### src/rtl/uart_rx.sv
// +----------------------------------------------------------------------------+
// | uart_rx : 16x-oversampled UART receiver, start/data/parity/stop framing      |
// | Revision: 1.0                                                                |
// +----------------------------------------------------------------------------+
`default_nettype none

module uart_rx #(
  parameter int NB_DATA         = 8,
  parameter int N_DATA          = 8,
  parameter int PARITY_CHECK    = 0,
  parameter int EVEN_ODD_PARITY = 1,
  parameter int M_STOP          = 1
) (
  input  logic               i_clock,
  input  logic               i_reset,
  input  logic               i_rx,
  input  logic               i_valid,
  output logic [NB_DATA-1:0] o_data,
  output logic               o_rx_done,
  output logic               o_parity_error,
  output logic               o_frame_error
);

  localparam int c_MAX_CNT = (N_DATA > M_STOP) ? N_DATA : M_STOP;
  localparam int c_NB_CNT  = $clog2(c_MAX_CNT + 1);

  typedef enum logic [2:0] {
    IDLE   = 3'd0,
    START  = 3'd1,
    DATA   = 3'd2,
    PARITY = 3'd3,
    STOP   = 3'd4
  } state_t;

  state_t               r_state,      w_state_next;
  logic                 r_rx_meta,    r_rx_s;
  logic [3:0]           r_tick,       w_tick_next;
  logic [c_NB_CNT-1:0]  r_bit_cnt,    w_bit_cnt_next;
  logic [N_DATA-1:0]    r_shift,      w_shift_next;
  logic                 r_par_bit,    w_par_bit_next;
  logic                 r_frame_acc,  w_frame_acc_next;
  logic [NB_DATA-1:0]   r_data,       w_data_next;
  logic                 r_done,       w_done_next;
  logic                 r_perr,       w_perr_next;
  logic                 r_ferr,       w_ferr_next;

  logic                 w_sample;
  logic                 w_stop_err;
  logic                 w_exp_par;
  logic [N_DATA:0]      w_shift_in;
  logic [NB_DATA-1:0]   w_data_ext;

  assign w_sample   = i_valid && (r_tick == 4'd15);
  assign w_stop_err = r_frame_acc | ~r_rx_s;
  assign w_exp_par  = (EVEN_ODD_PARITY != 0) ? ^r_shift : ~^r_shift;
  // New bits enter at the MSB so the first (LSB) bit ends up at bit 0.
  assign w_shift_in = {r_rx_s, r_shift};

  always_comb begin
    w_data_ext                = '0;
    w_data_ext[N_DATA-1:0]    = r_shift;
  end

  always_comb begin
    w_state_next     = r_state;
    w_tick_next      = r_tick;
    w_bit_cnt_next   = r_bit_cnt;
    w_shift_next     = r_shift;
    w_par_bit_next   = r_par_bit;
    w_frame_acc_next = r_frame_acc;
    w_data_next      = r_data;
    w_done_next      = 1'b0;
    w_perr_next      = r_perr;
    w_ferr_next      = r_ferr;

    case (r_state)
      IDLE: begin
        if (i_valid && !r_rx_s) begin
          w_tick_next  = 4'd0;
          w_state_next = START;
        end
      end

      START: begin
        if (i_valid) begin
          if (r_tick == 4'd7) begin
            w_tick_next    = 4'd0;
            w_bit_cnt_next = '0;
            w_state_next   = r_rx_s ? IDLE : DATA;
          end else begin
            w_tick_next = r_tick + 4'd1;
          end
        end
      end

      DATA: begin
        if (i_valid) begin
          w_tick_next = r_tick + 4'd1;
        end
        if (w_sample) begin
          w_shift_next = w_shift_in[N_DATA:1];
          if (r_bit_cnt == c_NB_CNT'(N_DATA - 1)) begin
            w_bit_cnt_next   = '0;
            w_frame_acc_next = 1'b0;
            w_state_next     = (PARITY_CHECK != 0) ? PARITY : STOP;
          end else begin
            w_bit_cnt_next = r_bit_cnt + 1'b1;
          end
        end
      end

      PARITY: begin
        if (i_valid) begin
          w_tick_next = r_tick + 4'd1;
        end
        if (w_sample) begin
          w_par_bit_next   = r_rx_s;
          w_bit_cnt_next   = '0;
          w_frame_acc_next = 1'b0;
          w_state_next     = STOP;
        end
      end

      STOP: begin
        if (i_valid) begin
          w_tick_next = r_tick + 4'd1;
        end
        if (w_sample) begin
          // Leaving at mid-stop lets a back-to-back start edge be seen at once.
          if (r_bit_cnt == c_NB_CNT'(M_STOP - 1)) begin
            w_state_next   = IDLE;
            w_bit_cnt_next = '0;
            w_done_next    = 1'b1;
            w_data_next    = w_data_ext;
            w_perr_next    = (PARITY_CHECK != 0) && (r_par_bit != w_exp_par);
            w_ferr_next    = w_stop_err;
          end else begin
            w_bit_cnt_next   = r_bit_cnt + 1'b1;
            w_frame_acc_next = w_stop_err;
          end
        end
      end

      default: begin
        w_state_next = IDLE;
      end
    endcase
  end

  always_ff @(posedge i_clock) begin
    if (i_reset) begin
      r_rx_meta   <= 1'b1;
      r_rx_s      <= 1'b1;
      r_state     <= IDLE;
      r_tick      <= 4'd0;
      r_bit_cnt   <= '0;
      r_shift     <= '0;
      r_par_bit   <= 1'b0;
      r_frame_acc <= 1'b0;
      r_data      <= '0;
      r_done      <= 1'b0;
      r_perr      <= 1'b0;
      r_ferr      <= 1'b0;
    end else begin
      r_rx_meta   <= i_rx;
      r_rx_s      <= r_rx_meta;
      r_state     <= w_state_next;
      r_tick      <= w_tick_next;
      r_bit_cnt   <= w_bit_cnt_next;
      r_shift     <= w_shift_next;
      r_par_bit   <= w_par_bit_next;
      r_frame_acc <= w_frame_acc_next;
      r_data      <= w_data_next;
      r_done      <= w_done_next;
      r_perr      <= w_perr_next;
      r_ferr      <= w_ferr_next;
    end
  end

  assign o_data         = r_data;
  assign o_rx_done      = r_done;
  assign o_parity_error = r_perr;
  assign o_frame_error  = r_ferr;

endmodule

`default_nettype wire

### config.mk
export PLATFORM = sky130hd
export DESIGN_NAME = uart_rx
export DESIGN_NICKNAME = d
export VERILOG_FILES = /design/src/rtl/uart_rx.sv
export SDC_FILE = /design/constraint.sdc
export NUM_CORES = 1
export LEC_CHECK = 0
export CORE_ASPECT_RATIO = 0.75
export CORE_UTILIZATION = 38
export CTS_CLUSTER_DIAMETER = 50
export DETAILED_ROUTE_END_ITERATION = 12
export GPL_ROUTABILITY_DRIVEN = 0
export PLACE_DENSITY_LB_ADDON = 0.15
export SLEW_MARGIN = 10
export SYNTH_ARGS = -nofsm -noshare
export SYNTH_HDL_FRONTEND = slang
export SYNTH_SLANG_ARGS = --single-unit
### constraint.sdc
create_clock -name i_clock -period 1.7 [get_ports i_clock]
set_input_delay 0.255 -clock i_clock [delete_from_list [all_inputs] [get_ports i_clock]]
set_output_delay 0.255 -clock i_clock [all_outputs]
set_load 0.02 [all_outputs]
==> results.cfg <==
[yosys]
ys_seq_area_share_pct = 41.2
async_flop_share_pct = 0
ys_types = 47
yosys.area.top_type = dfxtp_1
ys_warn_count = 0
synth_seq_cells = 32
synth_edf_count = 0
synthTopCellsByArea = dfxtp_1 41%, mux2i_1 10%, nor2_1 5.1%
synth.top_cell.area_share_pct = 41.2
syn_nets = 176
synthTopCellsByCount = 32 x dfxtp_1, 21 x nor2_1, 16 x mux2i_1
syn_inst = 169
synthFlopType = dfxtp_1
syn_area_um2 = 1560
syn_area_per_cell_um2 = 9.21
synth.most_common_cell = dfxtp_1

[sta]
rsz0062_at_grt = true
fin_ws_ps = -47.8
fin_hold_ws_ps = 411
period_minus_slack_ps = 1750
fmax_mhz = 572
finalSetupViolations = 9
min_period_over_period_pct = 103
hold_viol = 0
maxSlewViolCount = 0
finClkSkew_ps = 4.96

[final_layout]
fin_util_pct = 57.8
final.fill_count = 326
fin_nets = 217
diodes = 0
area_delta_synth_final_pct = 40.4
drive_gt1_share_pct = 32.2

[drt]
drtIter0Drc = 101
drtPass1Iterations = 4
vias = 1392
wl_per_cell_um = 14.2
drc = 0
vias_per_cell = 5.29
wl_um = 3740
ant_nets = 0

[critical_path]
crit_arrival_ps = 1920
start_kind = flip-flop
critPathKind = flip-flop to flip-flop
worstPathMaxFanout = 6
crit_buf_inv = 1
crit_required_ps = 1870
cpMaxStageDelayCell = or4b_4
end_kind = flip-flop
cp_slowest_stage_delay_ps = 560
regToRegSetupSlack_ps = -50
critPathTopFamily = simple AND/OR/NAND/NOR gates
ff2ff_path_depth = 6
reg2reg_to = o_data[6]
rr_startpoint = r_bit_cnt[0]
worstPathCellList = inv_2 > ha_4 > and4bb_2 > or4b_4 > mux2i_1 > nor2_1

[floorplan]
rows = 19
core-area_um2 = 3780
die_width_um = 75.9
start_util_pct = 41.2
die_area_um2 = 4360
dieHeight_um = 57.4
ios = 15

[place]
port_buffers = 13
dp_hpwl_um = 2650

[clocking]
cts_tree = done
htreeDepth = 2
root_buffer = clkbuf_8
cts_buffers = 5
cts_sinks = 32
cts_buffer_depth = 2
cts.clk_slew.worst_paths_ps = 70
clock_latency_ps = 280
cts_hold_buf = 0

[global_route]
grt_pass1_wl_um = 6250
antenna_found_initial = 0
grt_max_degree = 21
grt_remaining_overflow = 0
grt_pass1_vias = 1399
grt_use_total_pct = 18.7

[flow_run]
cap_viol_max_count = 0

[hold_path]
hold_class = flip-flop to flip-flop
hold-path-endpoint = r_rx_s
whs_path_depth = 1
min-delay-start = r_rx_meta

[power]
p_per_area_nw_per_um2 = 964
ir_drop_mv = 0.657
p_leak_nw = 0.888

[outcome]
outcome = complete, but fails checks
violations = negative setup slack
## worst reg2reg max path: cells and delay by family (launching register included)
family / cells / cell delay [ps]
fa+ha+maj: 1 / 120
buf+inv: 1 / 70
flops: 1 / 330
mux: 1 / 200
simple gates: 3 / 910
## registers in the layout, indices dropped and copies added (netlist names)
register	cells
o_data	8
r_shift	8
r_bit_cnt	4
r_tick	4
r_state	3
o_frame_error	1
o_rx_done	1
r_frame_acc	1
r_rx_meta	1
r_rx_s	1
## per-stage QoR
| stage | setup WS (ps) | cell area, µm² | TNS [ps] | instances | total power [W] |
|---|---|---|---|---|---|
| 6_report | -47.8 | 2190 | -205 | 263 | 0.00211 |
| 2_1_floorplan | 13.6 | 1590 | 0 | 169 | 0.00114 |
| 4_1_cts | -40.1 | 2120 | -114 | 262 | 0.00208 |
| 5_1_grt | -112 | 2190 | -957 | 263 | 0.00222 |
| 3_5_place_dp | -314 | 1940 | -4420 | 251 | 0.00133 |
| 3_3_place_gp | -289 | 1940 | -3490 | 251 | 0.00132 |
## area by class of cell
cell class	count	area (µm²)	share of cell area, %
Tap cell	52	65.1	2.98
Clock buffer	5	68.8	3.15
Inverter	5	18.8	0.859
Sequential cell	32	651	29.8
Clock inverter	3	42.5	1.95
Multi-Input combinational cell	123	970	44.4
Timing Repair Buffer	43	370	16.9
## worst max-delay path by stage
stage	from	to	slack [ps]	cells after the start
final	r_bit_cnt[0]	o_data[6]	-50	6
after global routing	r_bit_cnt[0]	o_data[0]	-110	6
after CTS	r_bit_cnt[0]	o_data[6]	-40	6
after detailed placement	i_valid	o_frame_error	-310	5
after global placement	i_valid	o_frame_error	-290	5
after floorplan	r_bit_cnt[0]	o_frame_error	10	7
## kinds of logic (layout without fill, tap and decap cells)
logic type | count (synthesis) | in the layout | synth area share, %
adders and majority gates | 3 | 3 | 2.41
DFF | 32 | 32 | 41.2
buffers and inverters | 15 | 56 | 4.50
muxes | 16 | 16 | 10.3
and+or+nand+nor | 70 | 71 | 27.0
xor gates and xnor gates | 3 | 3 | 1.69
other | 1 | 1 | 0.241
AOI/OAI and AO/OA | 29 | 29 | 12.7
## metal layers
layer | GRT usage (%) | routed length [µm]
met5 | 0 | 0
met3 | 4.96 | 162
met4 | 9.34 | 44
met2 | 30.3 | 1720
met1 | 23.3 | 1820
## timing repair
item / in CTS / in global routing
buffers inserted: 2 / 1
hold endpoints to repair: 0 / 0
endpoints found under the setup margin: 14 / 16
pin swaps: 5 / 7
cloned: 1 / 0
resized for setup: 15 / 12
## where the power goes
part           total [W]  internal [W]  switching (W)  leakage, nW
Clock           0.000720      0.000433       0.000287       0.0541
Sequential      0.000825      0.000777      0.0000481        0.262
Combinational   0.000562      0.000273       0.000288        0.572
## placed cells by master, fill, tap and decap left out, types with 2 or more instances in the layout
cell type,Yosys,final
nand2_1,9,9
nor3_1,3,3
inv_2,0,2
nor3b_2,1,2
o31ai_1,3,2
and3b_1,3,3
or2_2,2,2
or3b_1,2,2
nand3_1,6,6
o21ai_0,2,2
dfxtp_2,0,8
a31oi_1,2,2
or4b_1,4,3
nand4_1,2,2
nand3b_1,3,3
or4b_4,0,2
clkbuf_8,0,5
nor2_1,21,21
buf_4,2,29
ha_4,0,2
inv_1,5,3
a21oi_1,9,9
dfxtp_1,32,24
mux2i_1,16,16
xnor2_1,2,2
clkdlybuf4s50_1,0,12
(Power assumes the default switching activity.)
